$ cat config.mk
export PLATFORM = sky130hd
export DESIGN_NAME = instr_queue
export DESIGN_NICKNAME = d
export VERILOG_FILES = /design/src/rtl/instr_queue.sv
export SDC_FILE = /design/constraint.sdc
export NUM_CORES = 1
export LEC_CHECK = 0
export CAP_MARGIN = 20
export CORE_ASPECT_RATIO = 1.5
export CORE_UTILIZATION = 50
export DETAILED_ROUTE_END_ITERATION = 10
export PLACE_DENSITY = 0.72
export SYNTH_ARGS = -nofsm -noshare
export SYNTH_HDL_FRONTEND = slang
export SYNTH_SLANG_ARGS = --single-unit
export TNS_END_PERCENT = 20
$ cat constraint.sdc
create_clock -name clk -period 8.8 [get_ports clk]
set_input_delay 1.76 -clock clk [delete_from_list [all_inputs] [get_ports clk]]
set_output_delay 1.76 -clock clk [all_outputs]
set_load 0.02 [all_outputs]
$ cat src/rtl/instr_queue.sv
// Decoupling instruction queue between fetch and decode: buffers {pc, instr}
// pairs in order, presents the oldest with R15 (pc + 8), and flushes in one cycle.
module instr_queue #(
   parameter int DEPTH = 4,
   parameter int W     = 32
) (
   input  logic                       clk,
   input  logic                       rst_n,
   input  logic                       push_valid,
   input  logic [W-1:0]               push_pc,
   input  logic [W-1:0]               push_instr,
   output logic                       push_ready,
   output logic                       pop_valid,
   input  logic                       pop_ready,
   output logic [W-1:0]               pop_pc,
   output logic [W-1:0]               pop_instr,
   output logic [W-1:0]               pop_r15,
   input  logic                       flush,
   output logic [$clog2(DEPTH):0]     count
);

   localparam int PW = $clog2(DEPTH);
   localparam int CW = PW + 1;

   logic [W-1:0]  pc_mem    [DEPTH];
   logic [W-1:0]  instr_mem [DEPTH];
   logic [PW-1:0] wr_ptr;
   logic [PW-1:0] rd_ptr;
   logic          push_fire;
   logic          pop_fire;

   // Handshake outputs depend only on count, so there is no path from fetch/decode inputs.
   assign push_ready = (count != CW'(DEPTH));
   assign pop_valid  = (count != '0);
   assign push_fire  = push_valid && push_ready;
   assign pop_fire   = pop_valid && pop_ready;

   always_ff @(posedge clk or negedge rst_n) begin
      if (!rst_n) begin
         wr_ptr <= '0;
         rd_ptr <= '0;
         count  <= '0;
      end else if (flush) begin
         wr_ptr <= '0;
         rd_ptr <= '0;
         count  <= '0;
      end else begin
         if (push_fire)
            wr_ptr <= wr_ptr + PW'(1);
         if (pop_fire)
            rd_ptr <= rd_ptr + PW'(1);
         if (push_fire && !pop_fire)
            count <= count + CW'(1);
         else if (pop_fire && !push_fire)
            count <= count - CW'(1);
      end
   end

   always_ff @(posedge clk or negedge rst_n) begin
      if (!rst_n) begin
         for (int i = 0; i < DEPTH; i++) begin
            pc_mem[i]    <= '0;
            instr_mem[i] <= '0;
         end
      end else if (push_fire && !flush) begin
         pc_mem[wr_ptr]    <= push_pc;
         instr_mem[wr_ptr] <= push_instr;
      end
   end

   // First-word fall-through read; data is zeroed while empty.
   always_comb begin
      pop_pc    = '0;
      pop_instr = '0;
      pop_r15   = '0;
      if (pop_valid) begin
         pop_pc    = pc_mem[rd_ptr];
         pop_instr = instr_mem[rd_ptr];
         pop_r15   = pc_mem[rd_ptr] + W'(8);
      end
   end

endmodule

==> reports/metrics.json <==
{
  "run_status": "finished clean",
  "r2r_start": "count[0]",
  "cts_sinks": 263,
  "totalWireLength_um": 26800,
  "max_stage_delay_ns": 0.80,
  "cts_made_buffers": 25,
  "worst_path_required_time_ns": 7.04,
  "power_switching_share_pct": 34.7,
  "multi_input_area_mm2": 0.00564,
  "firstDrtPassIters": 4,
  "worst-path-buf-inv": 2,
  "fillers": 1895,
  "synth-async-reset-ratio_pct": 100,
  "reg2reg_setup_slack_ns": 5.94,
  "crit_path_max_fanout": 42,
  "crit_path_cell_trace": "buf_4 -> mux4_2 -> nand3_1 -> or4_4 -> or4b_1 -> a21oi_1 -> clkdlybuf4s50_1",
  "drv_slew": 0,
  "p_comb_share_pct": 48.7,
  "top_cells_by_area_in_the_synthesized_netlist": "dfrtp_1 53%, mux2_2 21%, mux4_2 11%, and2_1 3.0%, mux2_1 2.5%",
  "yosys.cell_types.count": 41,
  "grt_max_degree": 132,
  "core.rowCount": 70,
  "synth-edff-count": 0,
  "postRouteAntennaNets": 0,
  "ys_seq_elements": 263,
  "tns_ns": 0,
  "crit_arrival_ns": 4.51,
  "timing_worst_setup_path_type": "register to primary output",
  "synth.yosys.seq_area_share_pct": 52.7,
  "vias": 7567,
  "min_delay_path_depth": 1,
  "setup_violations": 0,
  "worst_slew_margin_rel_pct": 28.4,
  "port_buffers": 169,
  "routed_wire_length_per_instance_um": 20.0,
  "post_route_cells_drive_above_1_share_pct": 34.2,
  "core_area_mm2": 0.0244,
  "critPathSlowestCell": "buf_4",
  "vias_per_cell": 5.64,
  "floorplan.die_area_mm2": 0.0256,
  "share_seq_of_total_power_pct": 33.8,
  "number_of_global_route_vias_before_repair": 8176,
  "ctsHoldBuffers": 0,
  "synth.avg_cell_area_um2": 14.6,
  "grt_setup_unrepaired": "false",
  "dpl_worst_slack_ns": 2.97,
  "worst_hold_path_type": "register to register",
  "critical_path.reg2reg.endpoint": "instr_mem[81]",
  "n_antenna_cell": 0,
  "fin_crit_ns": 6.27,
  "flow.area_growth_from_synthesis_pct": 22.1,
  "timing.max_cap.violations": 0,
  "power.density_cell_area_mw_per_mm2": 400,
  "cts.reportedPaths.clkPinSlew_ns": 0.06,
  "maxClockFrequency_mhz": 160,
  "fin_nets": 1075,
  "timing.hold.worst_endpoint": "instr_mem[80]",
  "die_width_um": 131,
  "peakVddDrop_mv": 0.230,
  "chipHeight_um": 195,
  "grt_antenna_before_repair": 0,
  "syn-num-nets": 928,
  "ctsHtreeMaxLevel": 1,
  "share_of_cell_area_taken_by_muxes_after_synthesis_pct": 34.8,
  "worst_path_dominant_cell_family": "buffers and inverters",
  "gp_congestion": 0.739,
  "synth_commonest_cells": "263 x dfrtp_1, 228 x mux2_2, 63 x mux4_2, 60 x and2_1, 33 x clkbuf_1",
  "worst_r2r_path_depth": 5,
  "synth_adder_area_share_pct": 0.662,
  "fin_crit_sh_pct": 71.2,
  "clock_latency_ns": 0.51,
  "post_cts_resize_count": 0,
  "nature_of_the_critical_path_endpoint": "primary output",
  "switching_power_uw": 2110,
  "dp.final_hpwl_um": 16300,
  "first_iter_violations": 298,
  "tightest_slew_ns": 1.07,
  "synth_simple_gate_area_share_pct": 6.72,
  "final.setup_skew_ns": 0.00927,
  "synthCells": 853,
  "synth-main-ff-cell": "dfrtp_1",
  "cts_setup_buffers": 0,
  "groute.usage.overall_pct": 22.2,
  "gr-total-overflow": 0,
  "timing.final.hold_violations": 0,
  "top_cell_type_by_total_area_after_synthesis": "dfrtp_1",
  "yosys_warnings": 0,
  "regArea_mm2": 0.00659,
  "post_synth_instance_area_mm2": 0.0125,
  "synth_compound_area_share_pct": 1.64,
  "setup.worst_path.start_class": "register",
  "route.detailed.drc": 0,
  "root_buffer_selected_by_cts": "clkbuf_16",
  "tritoncts": "yes",
  "floorplan.initialDensity_pct": 51.1,
  "cts-root-to-sink-buffers": 3,
  "num_io_pins": 170,
  "finalWorstSetupSlack_ns": 2.53,
  "yosysTopAreaCellShare_pct": 52.7,
  "synthMostInstantiatedCell": "dfrtp_1",
  "clock_power_share_pct": 17.5,
  "synth_top_family_by_area": "multiplexers",
  "grt_first_pass_wirelength_um": 43800,
  "post_synth_xor_xnor_area_pct": 1.12,
  "power_leakage_uw": 0.00648,
  "min-delay-start": "instr_mem[80]",
  "internal_power_uw": 3970
}
per-stage QoR:
stage | cell area (um^2) | total power (uW) | hold slack (ns) | cells | util [%]
after global routing | 15200 | 6470 | 0.510 | 1342 | 62.4
final | 15200 | 6090 | 0.492 | 1342 | 62.4
after floorplan | 12500 | 3930 | 0.459 | 853 | -
after CTS | 15200 | 6140 | 0.494 | 1341 | 62.3
after detailed placement | 14400 | 5060 | 0.480 | 1296 | 59.0
after global placement | 14400 | 5000 | 0.469 | 1296 | 59.0
worst max path at each step:
stage	from	end	slack [ns]	cells after the start
6_report	rd_ptr[0]	pop_r15[31]	2.53	7
3_5_place_dp	rd_ptr[0]	pop_r15[31]	2.97	7
2_1_floorplan	rd_ptr[0]	pop_r15[29]	4.33	8
5_1_grt	rd_ptr[0]	pop_r15[31]	2.21	7
4_1_cts	rd_ptr[0]	pop_r15[31]	2.41	7
3_3_place_gp	rd_ptr[0]	pop_r15[31]	2.96	7
sequential cells by signal, summed over array words and instances (netlist names):
signal	flops
rd_ptr	2
wr_ptr	2
count	3
pc_mem	128
instr_mem	128
layer usage:
layer  GRT usage (%)  vias up  wire length [um]
li1                -     3412                 -
met1            27.6     3969             10700
met4            5.45        0               502
met5               0        -                 0
met2            40.2      154             14500
met3            3.29       32              1160
layout make-up:
type / instances / share of cell area (%)
tap: 324 / 2.66
timing repair buffer: 175 / 11.5
inverter: 11 / 0.271
clock inverter: 8 / 0.608
sequential: 263 / 43.2
clock buffer: 37 / 4.73
multi-input combinational: 524 / 37.0
placed cells by master, fill, tap and decap left out, types with 4 or more instances in the layout:
cell type and instances:
a21oi_1 17, and2_1 60, buf_4 5, clkbuf_1 7, clkbuf_16 25, clkbuf_8 5
clkdlybuf4s50_1 168, clkinv_2 5, dfrtp_1 261, ha_1 5, inv_1 10, mux2_1 28
mux2_2 228, mux4_2 63, nand2_1 10, nand2_4 4, nand3_1 11, nor2_1 26
nor3_1 4, o21ai_1 7, o31ai_1 5, or3_1 10, or4_1 6, xnor2_1 11
xor2_1 5
logic make-up after synthesis:
kind of cell,count (synthesis)
AOI/OAI and AO/OA,36
adders and majority gates,6
muxes,321
and+or+nand+nor,145
buffers and inverters,66
xor gates and xnor gates,16
DFF,263
power by group through the flow:
stage          Sequential, uW  Clock (uW)  Combinational (uW)
3_3_place_gp             2060           0                2940
3_5_place_dp             2080           0                2980
6_report                 2060        1060                2970
4_1_cts                  2060        1090                2990
2_1_floorplan            1950           0                1990
5_1_grt                  2130        1140                3200
worst register-to-register path, stage by stage (launching register included):
cell and delay [ns]:
dfrtp_1 0.49, or3b_1 0.25, nand2_1 0.12, nor2_1 0.54, nand2_4 0.74, mux2_1 0.59
Note: power is estimated with default switching activity, not from simulation.
